--- src/rtl/pulpemu_pkg.sv ---
// Shared types and helpers for the PULP SPI/AXI route switch.
package pulpemu_pkg;

    typedef enum logic {
        ROUTE_ZYNQ = 1'b0,
        ROUTE_FMC  = 1'b1
    } route_e;

    typedef enum logic [1:0] {
        ST_STEADY    = 2'd0,
        ST_WAIT_IDLE = 2'd1,
        ST_DRAIN     = 2'd2
    } switch_state_e;

    // Widest vector byte_swap can handle; callers zero-extend in and truncate out.
    localparam int unsigned BSWAP_MAX_W = 1024;

    function automatic logic [BSWAP_MAX_W-1:0] byte_swap(
        input logic [BSWAP_MAX_W-1:0] v,
        input int unsigned            nbytes
    );
        logic [BSWAP_MAX_W-1:0] r;
        r = '0;
        for (int unsigned i = 0; i < BSWAP_MAX_W / 8; i++) begin
            if (i < nbytes) r[8*i +: 8] = v[8*(nbytes-1-i) +: 8];
        end
        return r;
    endfunction

endpackage

--- src/rtl/pulpemu_outstanding_cnt.sv ---
// Up/down counter of in-flight AXI transactions with saturation guards.
module pulpemu_outstanding_cnt
    import pulpemu_pkg::*;
#(
    parameter int unsigned MAX_OUTSTANDING = 8
) (
    input  logic clk_i,
    input  logic rst_ni,
    input  logic inc_i,
    input  logic dec_i,
    output logic full_o,
    output logic empty_o
);

    localparam int unsigned CW = $clog2(MAX_OUTSTANDING + 1);

    logic [CW-1:0] cnt_q, cnt_d;
    logic          inc_ok, dec_ok;

    assign full_o  = (cnt_q == CW'(MAX_OUTSTANDING));
    assign empty_o = (cnt_q == '0);
    assign inc_ok  = inc_i & ~full_o;
    assign dec_ok  = dec_i & ~empty_o;

    always_comb begin
        cnt_d = cnt_q;
        if (inc_ok && !dec_ok)      cnt_d = cnt_q + CW'(1);
        else if (dec_ok && !inc_ok) cnt_d = cnt_q - CW'(1);
    end

    always_ff @(posedge clk_i or negedge rst_ni) begin
        if (!rst_ni) cnt_q <= '0;
        else         cnt_q <= cnt_d;
    end

endmodule

--- src/rtl/pulpemu_spi_route_switch.sv ---
// Glitch-free router of PULP quad-SPI between the on-chip AXI bridge and the FMC pads,
// with AXI channel gating and optional byte swapping on the bridge route.
module pulpemu_spi_route_switch
    import pulpemu_pkg::*;
#(
    parameter int unsigned NUM_LANES       = 4,
    parameter int unsigned AXI_ADDR_WIDTH  = 32,
    parameter int unsigned AXI_DATA_WIDTH  = 32,
    parameter int unsigned MAX_OUTSTANDING = 8,
    parameter int unsigned IDLE_CYCLES     = 16,
    parameter int unsigned RESET_ROUTE     = 0
) (
    input  logic                      zynq_clk,
    input  logic                      zynq_rst_n,
    input  logic                      route_req_i,
    input  logic                      swap_en_i,
    output logic                      route_o,
    output logic                      busy_o,
    // PULP SPI master pins
    input  logic                      pulp_spi_clk_i,
    input  logic                      pulp_spi_csn_i,
    input  logic [1:0]                pulp_spi_mode_i,
    input  logic [NUM_LANES-1:0]      pulp_spi_sdo_i,
    output logic [NUM_LANES-1:0]      pulp_spi_sdi_o,
    // bridge SPI side
    output logic                      br_spi_clk_o,
    output logic                      br_spi_csn_o,
    output logic [NUM_LANES-1:0]      br_spi_sdi_o,
    input  logic [NUM_LANES-1:0]      br_spi_sdo_i,
    // pad SPI side
    output logic                      pad_spi_clk_o,
    output logic                      pad_spi_csn_o,
    output logic [1:0]                pad_spi_mode_o,
    output logic [NUM_LANES-1:0]      pad_spi_sdo_o,
    input  logic [NUM_LANES-1:0]      pad_spi_sdi_i,
    // AW
    input  logic                      br_aw_valid_i,
    input  logic [AXI_ADDR_WIDTH-1:0] br_aw_addr_i,
    output logic                      br_aw_ready_o,
    output logic                      zynq_aw_valid_o,
    output logic [AXI_ADDR_WIDTH-1:0] zynq_aw_addr_o,
    input  logic                      zynq_aw_ready_i,
    // AR
    input  logic                      br_ar_valid_i,
    input  logic [AXI_ADDR_WIDTH-1:0] br_ar_addr_i,
    output logic                      br_ar_ready_o,
    output logic                      zynq_ar_valid_o,
    output logic [AXI_ADDR_WIDTH-1:0] zynq_ar_addr_o,
    input  logic                      zynq_ar_ready_i,
    // W
    input  logic                      br_w_valid_i,
    input  logic                      br_w_last_i,
    input  logic [AXI_DATA_WIDTH-1:0] br_w_data_i,
    output logic                      br_w_ready_o,
    output logic                      zynq_w_valid_o,
    output logic                      zynq_w_last_o,
    output logic [AXI_DATA_WIDTH-1:0] zynq_w_data_o,
    input  logic                      zynq_w_ready_i,
    // R
    input  logic                      zynq_r_valid_i,
    input  logic                      zynq_r_last_i,
    input  logic [AXI_DATA_WIDTH-1:0] zynq_r_data_i,
    output logic                      zynq_r_ready_o,
    output logic                      br_r_valid_o,
    output logic                      br_r_last_o,
    output logic [AXI_DATA_WIDTH-1:0] br_r_data_o,
    input  logic                      br_r_ready_i,
    // B
    input  logic                      zynq_b_valid_i,
    output logic                      zynq_b_ready_o,
    output logic                      br_b_valid_o,
    input  logic                      br_b_ready_i
);

    localparam int unsigned IDLE_W  = $clog2(IDLE_CYCLES + 1);
    localparam route_e      RST_RTE = (RESET_ROUTE != 0) ? ROUTE_FMC : ROUTE_ZYNQ;

    logic             csn_meta_q, csn_s_q;
    switch_state_e    state_q;
    route_e           route_q, req;
    logic             busy_q, swap_q, swap_init_q;
    logic [IDLE_W-1:0] idle_cnt_q;

    logic drain, axi_on, aw_en, ar_en;
    logic wr_full, wr_empty, rd_full, rd_empty;
    logic aw_hs, ar_hs, b_hs, r_last_hs;

    assign req     = route_e'(route_req_i);
    assign route_o = route_q;
    assign busy_o  = busy_q;

    always_ff @(posedge zynq_clk or negedge zynq_rst_n) begin
        if (!zynq_rst_n) begin
            csn_meta_q <= 1'b1;
            csn_s_q    <= 1'b1;
        end else begin
            csn_meta_q <= pulp_spi_csn_i;
            csn_s_q    <= csn_meta_q;
        end
    end

    // Route switch FSM; a revert of route_req_i at any point abandons the switch.
    always_ff @(posedge zynq_clk or negedge zynq_rst_n) begin
        if (!zynq_rst_n) begin
            state_q     <= ST_STEADY;
            route_q     <= RST_RTE;
            busy_q      <= 1'b0;
            idle_cnt_q  <= '0;
            swap_q      <= 1'b0;
            swap_init_q <= 1'b0;
        end else begin
            if (!swap_init_q) begin
                swap_init_q <= 1'b1;
                swap_q      <= swap_en_i;
            end
            unique case (state_q)
                ST_STEADY: begin
                    if (req != route_q) begin
                        state_q    <= ST_WAIT_IDLE;
                        busy_q     <= 1'b1;
                        idle_cnt_q <= '0;
                    end
                end
                ST_WAIT_IDLE: begin
                    if (req == route_q) begin
                        state_q <= ST_STEADY;
                        busy_q  <= 1'b0;
                    end else if (csn_s_q) begin
                        if (idle_cnt_q == IDLE_W'(IDLE_CYCLES - 1)) state_q <= ST_DRAIN;
                        else idle_cnt_q <= idle_cnt_q + IDLE_W'(1);
                    end else begin
                        idle_cnt_q <= '0;
                    end
                end
                ST_DRAIN: begin
                    if (req == route_q) begin
                        state_q <= ST_STEADY;
                        busy_q  <= 1'b0;
                    end else if (wr_empty && rd_empty) begin
                        route_q <= req;
                        swap_q  <= swap_en_i;
                        state_q <= ST_STEADY;
                        busy_q  <= 1'b0;
                    end
                end
                default: begin
                    state_q <= ST_STEADY;
                    busy_q  <= 1'b0;
                end
            endcase
        end
    end

    assign drain  = (state_q == ST_DRAIN);
    assign axi_on = (route_q == ROUTE_ZYNQ);
    assign aw_en  = axi_on & ~drain & ~wr_full;
    assign ar_en  = axi_on & ~drain & ~rd_full;

    always_comb begin
        pulp_spi_sdi_o = '0;
        br_spi_clk_o   = 1'b0;
        br_spi_csn_o   = 1'b1;
        br_spi_sdi_o   = '0;
        pad_spi_clk_o  = 1'b0;
        pad_spi_csn_o  = 1'b1;
        pad_spi_mode_o = 2'b00;
        pad_spi_sdo_o  = '0;
        if (!drain) begin
            if (route_q == ROUTE_ZYNQ) begin
                br_spi_clk_o   = pulp_spi_clk_i;
                br_spi_csn_o   = pulp_spi_csn_i;
                br_spi_sdi_o   = pulp_spi_sdo_i;
                pulp_spi_sdi_o = br_spi_sdo_i;
            end else begin
                pad_spi_clk_o  = pulp_spi_clk_i;
                pad_spi_csn_o  = pulp_spi_csn_i;
                pad_spi_mode_o = pulp_spi_mode_i;
                pad_spi_sdo_o  = pulp_spi_sdo_i;
                pulp_spi_sdi_o = pad_spi_sdi_i;
            end
        end
    end

    assign zynq_aw_valid_o = br_aw_valid_i & aw_en;
    assign br_aw_ready_o   = zynq_aw_ready_i & aw_en;
    assign zynq_aw_addr_o  = swap_q
        ? AXI_ADDR_WIDTH'(byte_swap(BSWAP_MAX_W'(br_aw_addr_i), AXI_ADDR_WIDTH / 8))
        : br_aw_addr_i;

    assign zynq_ar_valid_o = br_ar_valid_i & ar_en;
    assign br_ar_ready_o   = zynq_ar_ready_i & ar_en;
    assign zynq_ar_addr_o  = swap_q
        ? AXI_ADDR_WIDTH'(byte_swap(BSWAP_MAX_W'(br_ar_addr_i), AXI_ADDR_WIDTH / 8))
        : br_ar_addr_i;

    // W/R/B stay open during DRAIN so in-flight bursts can complete.
    assign zynq_w_valid_o = br_w_valid_i & axi_on;
    assign zynq_w_last_o  = br_w_last_i;
    assign br_w_ready_o   = zynq_w_ready_i & axi_on;
    assign zynq_w_data_o  = swap_q
        ? AXI_DATA_WIDTH'(byte_swap(BSWAP_MAX_W'(br_w_data_i), AXI_DATA_WIDTH / 8))
        : br_w_data_i;

    assign br_r_valid_o   = zynq_r_valid_i & axi_on;
    assign br_r_last_o    = zynq_r_last_i;
    assign zynq_r_ready_o = br_r_ready_i & axi_on;
    assign br_r_data_o    = swap_q
        ? AXI_DATA_WIDTH'(byte_swap(BSWAP_MAX_W'(zynq_r_data_i), AXI_DATA_WIDTH / 8))
        : zynq_r_data_i;

    assign br_b_valid_o   = zynq_b_valid_i & axi_on;
    assign zynq_b_ready_o = br_b_ready_i & axi_on;

    assign aw_hs     = zynq_aw_valid_o & zynq_aw_ready_i;
    assign ar_hs     = zynq_ar_valid_o & zynq_ar_ready_i;
    assign b_hs      = zynq_b_valid_i & zynq_b_ready_o;
    assign r_last_hs = zynq_r_valid_i & zynq_r_ready_o & zynq_r_last_i;

    pulpemu_outstanding_cnt #(.MAX_OUTSTANDING(MAX_OUTSTANDING)) u_wr_cnt (
        .clk_i   (zynq_clk),
        .rst_ni  (zynq_rst_n),
        .inc_i   (aw_hs),
        .dec_i   (b_hs),
        .full_o  (wr_full),
        .empty_o (wr_empty)
    );

    pulpemu_outstanding_cnt #(.MAX_OUTSTANDING(MAX_OUTSTANDING)) u_rd_cnt (
        .clk_i   (zynq_clk),
        .rst_ni  (zynq_rst_n),
        .inc_i   (ar_hs),
        .dec_i   (r_last_hs),
        .full_o  (rd_full),
        .empty_o (rd_empty)
    );

endmodule

--- config.mk ---
export PLATFORM = sky130hd
export DESIGN_NAME = pulpemu_spi_route_switch
export DESIGN_NICKNAME = d
export VERILOG_FILES = /design/src/rtl/pulpemu_pkg.sv /design/src/rtl/pulpemu_outstanding_cnt.sv /design/src/rtl/pulpemu_spi_route_switch.sv
export SDC_FILE = /design/constraint.sdc
export NUM_CORES = 1
export LEC_CHECK = 0
export BUFFER_PORTS_ARGS = -buffer_cell sky130_fd_sc_hd__buf_4
export CORE_AREA = 5 5 122 124
export DETAILED_ROUTE_END_ITERATION = 6
export DIE_AREA = 0 0 127 129
export PLACE_DENSITY = 0.61
export REMOVE_ABC_BUFFERS = 1
export SYNTH_ARGS = -nofsm -noshare
export SYNTH_HDL_FRONTEND = slang
export SYNTH_SLANG_ARGS = --single-unit
--- constraint.sdc ---
create_clock -name zynq_clk -period 3.45 [get_ports zynq_clk]
set_input_delay 0.345 -clock zynq_clk [delete_from_list [all_inputs] [get_ports zynq_clk]]
set_output_delay 0.345 -clock zynq_clk [all_outputs]
set_load 0.005 [all_outputs]
### Yosys cells after proc, flatten, opt, wreduce, memory -nomap -nowiden

Cells that the tools add are included.

| operators by class | value |
|---|---|
| eq/ne operators | 14 |
| shift operators | 0 |
| $mul | 0 |
| bitwise operators | 29 |
| muxes and demuxes | 45 |
| add/sub/neg operators | 5 |
| reduce and logical (&&, ||, !) cells | 19 |
| divide/modulo/power cells | 0 |
| $lt $le $gt $ge | 0 |

Operators by type and width:

| cell | number |
|---|---|
| $mux W32 | 4 |
| $mux W4 | 10 |
| $and A1 B1 Y1 | 22 |
| $mux W5 | 4 |
| $mux W1 | 16 |
| $mux W2 | 8 |
| $pmux W5 S2 | 1 |
| $ne A3 B3 Y1 const B | 3 |
| $add A4 B1 Y4 const B | 2 |
| $eq A4 B4 Y1 const B | 2 |
| $logic_not A4 Y1 | 2 |
| $reduce_and A4 Y1 | 2 |
| $sub A4 B1 Y4 const B | 2 |
| $not A1 Y1 | 7 |
| $ne A2 B2 Y1 const B | 3 |
| $pmux W2 S3 | 1 |
| $reduce_and A3 Y1 | 2 |
| $reduce_bool A2 Y1 | 3 |
| $add A5 B1 Y5 const B | 1 |
| $eq A5 B4 Y1 const B | 1 |
| $logic_and A1 B1 Y1 | 5 |
| $logic_not A1 Y1 | 4 |
| $ne A3 B1 Y1 const B | 1 |
| $pmux W1 S3 | 1 |
| 5 further kinds | 5 |

| word-level totals | value |
|---|---|
| memories kept | 0 |
| logic and storage cells | 122 |
| bits in registers | 21 |
| ROM bits | 0 |
| bits in latches | 0 |
| RAM bits | 0 |
| input bits | 160 |

### Logic depth before layout (Yosys ltp)

Gate-level depths: netlist of the first run.

| logic depth | value |
|---|---|
| depth after elaboration | 11 |
| mapped depth | 11 |
| gate-level depth less buffers | 9 |

### Hierarchy

From an unflattened synthesis of the first run, not the netlist that was laid out.

| second synthesis, totals | value |
|---|---|
| cell total of the unflattened synthesis | 296 |
| area total of the unflattened synthesis | 3,049.2 µm² |

Modules (own cells, without submodules):

| module | cells an instance | seq. area each (µm²) | instances | area each (µm²) |
|---|---|---|---|---|
| pulpemu_spi_route_switch | 232 | 327.8 | 1 | 2,386.0 |
| pulpemu_outstanding_cnt | 32 | 100.1 | 2 | 331.6 |

### Worst setup path before layout of the first run

OpenSTA, ideal clock, no wires.

| timing | value |
|---|---|
| path kind | register to register |
| start point | register state_q[1] |
| end point | register u_rd_cnt.cnt_q[3] |
| required time | 3.319 ns |
| path buffers | 2 |
| data arrival time | 2.663 ns |
| cell stages (with the launch flop) | 12 |
| path slack | 0.656 ns |
| clock period less this slack | 2.794 ns |
| cells stage by stage | dfrtp_1 clkbuf_1 nor2b_1 clkbuf_1 a211oi_1 and3_1 ha_1 inv_1 ha_1 or4_1 o211ai_1 o211ai_1 |

| between the ends | value |
|---|---|
| longest elaborated chain between the ends | 10 |
| elaborated cells on any way between the ends | 12 |

RTL lines:

| what | RTL line | RTL |
|---|---|---|
| start, declared | pulpemu_spi_route_switch.sv:79 | `switch_state_e state_q;` |
| start signal, assigned | pulpemu_spi_route_switch.sv:105 | `state_q <= ST_STEADY;` |
| start signal, assigned | pulpemu_spi_route_switch.sv:119 | `state_q <= ST_WAIT_IDLE;` |
| start signal, assigned | pulpemu_spi_route_switch.sv:126 | `state_q <= ST_STEADY;` |
| $eq A2 B2 Y1 (*) | pulpemu_spi_route_switch.sv:154 | `assign drain = (state_q == ST_DRAIN);` |
| $not A1 Y1 (*) | pulpemu_spi_route_switch.sv:157 | `assign ar_en = axi_on & ~drain & ~rd_full;` |
| $and A1 B1 Y1 (*) (2 in a row) | pulpemu_spi_route_switch.sv:157 |  |
| $and A1 B1 Y1 (*) | pulpemu_spi_route_switch.sv:190 | `assign zynq_ar_valid_o = br_ar_valid_i & ar_en;` |
| $and A1 B1 Y1 (*) | pulpemu_spi_route_switch.sv:215 | `assign ar_hs = zynq_ar_valid_o & zynq_ar_ready_i;` |
| $and A1 B1 Y1 (*) | pulpemu_outstanding_cnt.sv:22 | `assign inc_ok = inc_i & ~full_o;` |
| $logic_not A1 Y1 | pulpemu_outstanding_cnt.sv:28 | `else if (dec_ok && !inc_ok) cnt_d = cnt_q - CW'(1);` |
| $logic_and A1 B1 Y1 | pulpemu_outstanding_cnt.sv:28 |  |
| $reduce_bool A2 Y1 (no source line) | -- |  |
| end signal, assigned | pulpemu_outstanding_cnt.sv:33 | `else cnt_q <= cnt_d;` |
| end, declared | pulpemu_outstanding_cnt.sv:17 | `logic [CW-1:0] cnt_q, cnt_d;` |

Mark *: on every way between the ends. The rest lies on a longest branch, timed or not.
A chain may end at the register's enable or synchronous reset.

### Worst setup path in the final report of the first run

Same ends and word-level chain as after synthesis.

==> results of run 1 <==
==> cells in the mapped netlist (all sizes together) <==
cell type / n / area [um2]
dfstp: 2 / 52.55
a311o: 2 / 20.02
xnor2: 5 / 43.79
o41ai: 1 / 16.27
nand2: 5 / 18.77
dfrtp: 19 / 475.5
conb: 1 / 3.750
nand3: 5 / 25.02
xor2: 1 / 8.760
a211oi: 2 / 15.01
nand4: 1 / 6.260
and2: 9 / 56.30
o211ai: 6 / 45.04
and3: 11 / 68.82
clkbuf: 20 / 75.07
a21oi: 5 / 25.02
ha: 8 / 100.1
or4: 4 / 33.78
mux2: 135 / 1520
nor2: 9 / 33.78
nor2b: 7 / 43.79
o21ai: 4 / 20.02
a2111o: 2 / 22.52
a311oi: 1 / 15.01
nand4b: 2 / 17.52
nand3b: 4 / 30.03
inv: 3 / 11.26
nor3: 7 / 35.03
mux2i: 6 / 60.06
buf: 5 / 27.52
nand2b: 2 / 12.51
fa: 2 / 40.04
a22o: 2 / 17.52
or3: 3 / 18.77
==> critical path, cell delays in order, from the launching register on <==
cell	delay, ps
dfrtp_1	470
nor2b_1	230
a211oi_1	370
and3_1	220
ha_1	250
inv_1	150
ha_1	390
or4_1	550
o211ai_1	110
o211ai_1	100
==> area by class of cell <==
| cell class | count | area (um2) | share of cell area |
|---|---|---|---|
| timing repair buffer | 322 | 2432 | 0.4299 |
| multi-input combinational | 252 | 2374 | 0.4195 |
| sequential | 21 | 531.8 | 0.09398 |
| tap | 180 | 225.2 | 0.03981 |
| clock buffer | 4 | 78.83 | 0.01393 |
| inverter | 3 | 11.26 | 0.001990 |
| antenna | 2 | 5.005 | 0.0008846 |
==> per-layer routing <==
| layer | wire length [um] | up-vias | GRT usage |
|---|---|---|---|
| met5 | 51 | - | 0 |
| met4 | 196 | 8 | 0.02271 |
| met3 | 2077 | 19 | 0.1154 |
| met2 | 8121 | 156 | 0.3222 |
| met1 | 6712 | 1771 | 0.2214 |
| li1 | - | 1734 | - |
==> kinds of logic (layout without fill, tap and decap cells) <==
family | after synthesis | after routing | share of synthesized area
mux | 141 | 141 | 0.5241
other cells | 1 | 3 | 0.001244
buf+inv | 28 | 329 | 0.03776
xor+xnor | 6 | 6 | 0.01743
fa+ha+maj | 10 | 10 | 0.04647
compound gates | 25 | 25 | 0.06514
flops | 21 | 21 | 0.1751
simple gates | 69 | 69 | 0.1328
==> cells in the final DEF, fill, tap and decap left out, types with 3 or more instances in the layout <==
master and instances:
clkbuf_16 3, inv_1 3, or3_1 3, or4_1 3, nor2b_1 7, buf_4 320
a21oi_1 5, mux2i_1 6, nand2_1 5, ha_1 8, o211ai_1 6, nand3b_1 4
mux2_2 134, nor2_1 9, o21ai_0 4, xnor2_1 5, and2_1 9, nor3_1 7
nand3_1 5, and3_1 11, dfrtp_1 18
==> metrics by stage <==
| stage | power, uW | area (um2) | std cells | util |
|---|---|---|---|---|
| after global placement | 1500 | 5564 | 777 | 0.4072 |
| after detailed placement | 1559 | 5564 | 777 | 0.4072 |
| final | 1800 | 5658 | 784 | 0.4140 |
| after floorplan | 953.4 | 2913 | 276 | - |
| after CTS | 1814 | 5653 | 782 | 0.4137 |
| after global routing | 1923 | 5653 | 782 | 0.4137 |
==> registers in the layout, indices dropped and copies added (netlist names) <==
signal          count
csn_s_q             1
u_rd_cnt.cnt_q      4
u_wr_cnt.cnt_q      4
route_o             1
csn_meta_q          1
state_q             2
busy_o              1
swap_q              1
swap_init_q         1
idle_cnt_q          5
==> how the worst min path moves through the flow <==
stage | cells after the start | end | start
2_1_floorplan | 0 | busy_o | zynq_rst_n
3_3_place_gp | 1 | u_rd_cnt.cnt_q[3] | zynq_rst_n
3_5_place_dp | 1 | u_rd_cnt.cnt_q[0] | zynq_rst_n
4_1_cts | 1 | csn_meta_q | pulp_spi_csn_i
5_1_grt | 1 | csn_meta_q | pulp_spi_csn_i
6_report | 1 | csn_meta_q | pulp_spi_csn_i
==> where the power goes <==
group,total (uW),internal (uW),switching [uW]
Clock,246,157,88.2
Sequential,420,306,114
Combinational,1130,669,464
==> timing repair <==
action	CTS	global route
hold buffers	1	0
endpoints found under the hold margin	19	0
endpoints found under the setup margin	0	0
==> metrics.md, run 1 <==
| Metric | Value |
|---|---|
| Status | `finished, final reports clean` |
| Crit path kind | `reg -> reg` |
| Post-cts sizing count | `0` |
| Crit path launch type | `register` |
| Final setup violation count | `0` |
| Layout Skew | `2.597 ps` |
| CTS tree | `done` |
| Worst Reg-to-Reg Cells | `9` |
| Drt first pass iters | `4` |
| Clock Sinks | `21` |
| Layout cells sized above 1 | `0.7708` |
| DRT iter0 DRCs | `152` |
| Synth cell types | `38` |
| Largest net degree at the start of global routing | `69` |
| Clock H-tree levels | `1` |
| Static leakage | `0.002715 uW` |
| Yosys reg bits | `21` |
| Max_slew headroom | `0.4445` |
| Maxcap violations | `0` |
| Worst Tran Pin Value | `833.3 ps` |
| Total track usage | `0.1935` |
| Die width | `127 um` |
| Final worst-path cycle share | `0.8602` |
| # fillers | `1353` |
| Detailed Place HPWL | `15.20 mm` |
| Pwr Density | `318.1 nW/um2` |
| Postcts setup bufs | `0` |
| Clock latency on the worst-skew pair | `250 ps` |
| Hold WC Path Type | `in -> reg` |
| CP arrival | `3100 ps` |
| I/O pin cnt | `320` |
| Flop-to-flop setup slack | `480 ps` |
| GRT overflow | `0` |
| First-pass GRT wire length | `24.03 mm` |
| RR Endpoint | `u_rd_cnt.cnt_q[3]` |
| Pre-CTS setup slack | `522.7 ps` |
| Fmax | `337.0 MHz` |
| Worst Setup EP | `u_rd_cnt.cnt_q[3]` |
| Post-route DRC | `0` |
| Minimum clock period | `2968 ps` |
| Critical path required time | `3580 ps` |
| Setup ws final | `482.5 ps` |
| Critical path launch point | `state_q[1]` |
| Longest Clk Path Bufs | `2` |
| RSZ-0062 raised after global routing | `no` |
| Initial Util | `0.2207` |
| Mapped Avg Cell Area | `10.02 um2` |
| VDD IR max | `0.3875 mV` |
| Placer congestion estimate | `0.9047` |
| Worst hold slack | `210.6 ps` |
| ANT nets after route | `0` |
| DR vias | `3688` |
| Layout area overhead | `87.63%` |
| WL per Instance | `21.89 um` |
| Vias in the first global route | `3692` |
| Cell area after synthesis | `3015 um2` |
| Initial antenna violation count | `7` |
| Critical path peak fanout | `10` |
| IO buf count | `317` |
| Final net count | `773` |
| Slew Viols, Final | `0` |
| Synthesized instance count | `301` |
| Hold Violations, Final | `0` |
| Setup_tns | `0 ps` |
| Cell Rows | `43` |
| Vias per inst | `4.704` |
| YS warnings | `0` |
| Area of the core | `13670 um2` |
| Worst r2r src | `state_q[1]` |
| Clk pin slew, worst setup/hold paths | `60 ps` |
| Register area share after synthesis | `0.1751` |
| Critical path endpoint category | `register` |
| Clock Tree Root | `clkbuf_16` |
| Cts bufs inserted | `3` |
| Die height | `129 um` |
| Final WL | `17.16 mm` |
| Die area | `16380 um2` |
(Power assumes the default switching activity.)
==> run 2, diff against run 1 <==
ABC_AREA = 1   (was unset)
==> run 2 against run 1 <==
Maximum frequency rose by 22%. Critical endpoint is now u_wr_cnt.cnt_q[3]. Die area unchanged. Synthesized area decreased by 1.0%. Non-clock buffer count stayed put.
==> metrics.md, run 2 <==
| Metric | Value |
|---|---|
| Status | `finished, final reports clean` |
| Max_slew headroom | `0.2775 (-0.1670)` |
| Critical path required time | `3650 ps (+70 ps)` |
| Crit path kind | `reg -> reg` |
| Worst Reg-to-Reg Cells | `13 (+4)` |
| Register area share after synthesis | `0.1769 (+0.001761)` |
| Largest family of logic cells by synthesized area | `simple AND/OR/NAND/NOR gates` |
| CP peak stage delay | `510 ps (-40 ps)` |
| Crit path max-delay family | `simple AND/OR/NAND/NOR gates` |
| Vias in the first global route | `4071 (+10%)` |
| First-pass GRT wire length | `21.85 mm (-9.0%)` |
| Hold wc startpoint | `pulp_spi_csn_i` |
| Layout cells sized above 1 | `0.4040 (-0.3668)` |
| Placer congestion estimate | `0.8680 (-4.1%)` |
| Clock latency on the worst-skew pair | `260 ps (about the same)` |
| Vias per inst | `4.269 (-9.2%)` |
| Hold Violations, Final | `0 (unchanged)` |
| DRT iter0 DRCs | `283 (+86%)` |
| Yosys top cell by area | `nand2_1` |
| Synth area leaders | `nand2_1 23%, o21ai_0 22%, dfrtp_1 16%, inv_1 13%, nor2_1 4.4%` |
| Total track usage | `0.1657 (-0.02776)` |
| I/O pin cnt | `320 (unchanged)` |
| Most frequent cell after synthesis | `nand2_1` |
| Clock H-tree levels | `1 (unchanged)` |
| Most used cell along the critical path | `nand2_1` |
| Longest Clk Path Bufs | `2 (unchanged)` |
| # hold bufs at CTS | `1 (unchanged)` |
| Critical path peak fanout | `12 (+2)` |
| Flop-to-flop setup slack | `1010 ps (+530 ps)` |
| Clock Tree Root | `clkbuf_16` |
| Cell area after synthesis | `2985 um2 (-1.0%)` |
| WL per Instance | `14.56 um (-33%)` |
| Largest register FFs | `5 (unchanged)` |
| Hold Path Depth | `1 (unchanged)` |
| Maxcap violations | `0 (unchanged)` |
| Number of placed cells counting well taps | `1024 (+32%)` |
| Post-synth EDFFs | `0 (unchanged)` |
| Most frequent cells after synthesis | `179 x nand2_1, 133 x o21ai_0, 100 x inv_1, 35 x nor2_1, 19 x dfrtp_1` |
| Clk pin slew, worst setup/hold paths | `60 ps (about the same)` |
| Post-route DRC | `0 (unchanged)` |
| Largest net degree at the start of global routing | `129 (+87%)` |
| Largest Register | `idle_cnt_q` |
| Fmax | `409.6 MHz (+22%)` |
| RR Endpoint | `u_wr_cnt.cnt_q[3]` |
| Async set-reset flop share out of synthesis | `1.000 (unchanged)` |
| Die area | `16380 um2 (unchanged)` |
| Slowest CP cell | `dfrtp_1` |
| Crit path launch type | `register` |
| Post-cts sizing count | `0 (unchanged)` |
| Ys flop type | `dfrtp_1` |
| Antenna diodes | `0 (-2)` |
| Detailed Place HPWL | `12.69 mm (-17%)` |
| Non-filler cells in the finished layout | `1029 (+31%)` |
| Static leakage | `0.003233 uW (+19%)` |
| Adder-cell share of the synthesized area | `0.04694 (+0.0004675)` |
| YS warnings | `0 (unchanged)` |
| Worst r2r src | `route_o` |
| Final net count | `1020 (+32%)` |
| GRT overflow | `0 (unchanged)` |
| Cell Rows | `43 (unchanged)` |
| Hold path endpoint | `csn_meta_q` |
| Minimum clock period | `2441 ps (-526.2 ps)` |
| Multiplexer share of the synthesized area | `0 (-0.5241)` |
| Final WL | `14.98 mm (-13%)` |
| CTS tree | `done` |
| CP arrival | `2640 ps (-460 ps)` |
| Die height | `129 um (unchanged)` |
| Most frequent cells in the layout | `320 x buf_4, 179 x nand2_1, 133 x o21ai_0` |
| Clock Sinks | `21 (unchanged)` |
| Pwr Density | `294.8 nW/um2 (-7.3%)` |
| Mapped Avg Cell Area | `5.389 um2 (-46%)` |
| RSZ-0062 raised after global routing | `no` |
| Postcts setup bufs | `0 (unchanged)` |
| Critical path endpoint category | `register` |
| Setup_tns | `0 ps (unchanged)` |
| Post-synthesis compound-gate area fraction | `0.2435 (+0.1784)` |
| Hold WC Path Type | `in -> reg` |
| Die width | `127 um (unchanged)` |
| Area of the core | `13670 um2 (unchanged)` |
| Final setup violation count | `0 (unchanged)` |
| Slew Viols, Final | `0 (unchanged)` |
| Most common cell after layout, fill and taps aside | `buf_4` |
| Top Registers | `idle_cnt_q x5, u_rd_cnt.cnt_q x4, u_wr_cnt.cnt_q x4` |
| Layout area overhead | `86.42%` |
| IO buf count | `317 (unchanged)` |
| Yosys top cell area share | `0.2251 (-0.2754)` |
| Synth Area in XOR/XNOR | `0.02347 (+0.006043)` |
| Yosys reg bits | `21 (unchanged)` |
| Synth cell types | `30 (-21%)` |
| DR vias | `4393 (+19%)` |
| Drt first pass iters | `5 (+1)` |
| CP Cell Sequence | `inv_1, nand2_2, inv_2, nand2_1, nor3_1, ha_1, inv_1, ha_1, or2_2, nand2_1, xnor2_1, nand2_1, nand2_1` |
| ANT nets after route | `0 (unchanged)` |
| Synthesized instance count | `554 (+84%)` |
| VDD IR max | `0.1674 mV (-57%)` |
| Initial Util | `0.2185 (-0.002197)` |
| Initial antenna violation count | `0 (-7)` |
| Layout Skew | `5.959 ps (+3.362 ps)` |
| Cts bufs inserted | `3 (unchanged)` |
| CP Buf/Inv Count | `3 (+2)` |
| Worst Tran Pin Value | `1084 ps (+250.4 ps)` |
| Final worst-path cycle share | `0.7076 (-0.1525)` |
| Simple-gate portion of the synthesized area | `0.3227 (+0.1899)` |
## run 2: changes by cell type after synthesis, moves of 7 or more
cell     delta
and2_1      -9
and3_1     -11
buf_2       +9
inv_1      +97
mux2_2    -134
nand2_1   +174
nor2_1     +26
nor2b_1     -7
o21ai_0   +129
## run 2: metal layers
layer,share of wire,global-route usage
met2,0.49,0.2883
met5,0,0
met1,0.43,0.2173
met3,0.076,0.03321
met4,0.0075,0.02461
## run 2: how the worst max path moves through the flow
stage                       start                end  cells past startpoint
final                     route_o  u_wr_cnt.cnt_q[3]                     13
after global routing      route_o  u_rd_cnt.cnt_q[3]                     13
after CTS                 route_o  u_wr_cnt.cnt_q[3]                     13
after detailed placement  route_o  u_wr_cnt.cnt_q[3]                     13
after global placement    route_o  u_wr_cnt.cnt_q[3]                     13
after floorplan            swap_q    br_r_data_o[16]                      2
## run 2: worst register-to-register path: stages, from the launching register on
cell	delay, ps
dfrtp_1	510
inv_1	160
nand2_2	110
inv_2	140
nand2_1	100
nor3_1	160
ha_1	210
inv_1	90
ha_1	320
or2_2	280
nand2_1	80
xnor2_1	110
nand2_1	60
nand2_1	50
## run 2: logic make-up (layout without fill, tap and decap cells)
group | count (synthesis) | after routing
adders and majority gates | 10 | 10
AOI/OAI and AO/OA | 141 | 141
DFF | 21 | 21
buffers and inverters | 135 | 430
other | 1 | 1
xor gates and xnor gates | 8 | 8
and+or+nand+nor | 238 | 238
## run 2: metrics by stage
step | util | setup WS, ps | power [uW] | hold WS (ps) | area, um2
CTS | 0.4073 | 983.4 | 1660 | 203.0 | 5565
detailed placement | 0.4007 | 985.7 | 1402 | 261.4 | 5475
global route | 0.4073 | 759.3 | 1796 | 200.6 | 5565
global placement | 0.4007 | 1073 | 1392 | 256.2 | 5475
floorplan | - | -1227 | 841.5 | 49.41 | 2823
finish | 0.4073 | 1009 | 1641 | 201.6 | 5565
## run 2: cell type report
| type | count | area (um2) |
|---|---|---|
| multi-input combinational | 398 | 1904 |
| sequential | 21 | 531.8 |
| timing repair buffer | 322 | 2432 |
| clock buffer | 3 | 75.07 |
| inverter | 104 | 391.6 |
| fill | 1502 | 8100 |
| clock inverter | 1 | 5.005 |
| tap | 180 | 225.2 |
## run 2: power by group
group / switching, uW / total [uW] / internal (uW) / leakage, uW
combinational: 474 / 1020 / 543 / 0.00293
clock: 97.9 / 254 / 156 / 0.0000409
sequential: 67.4 / 370 / 302 / 0.000261
total: 639 / 1640 / 1000 / 0.00323
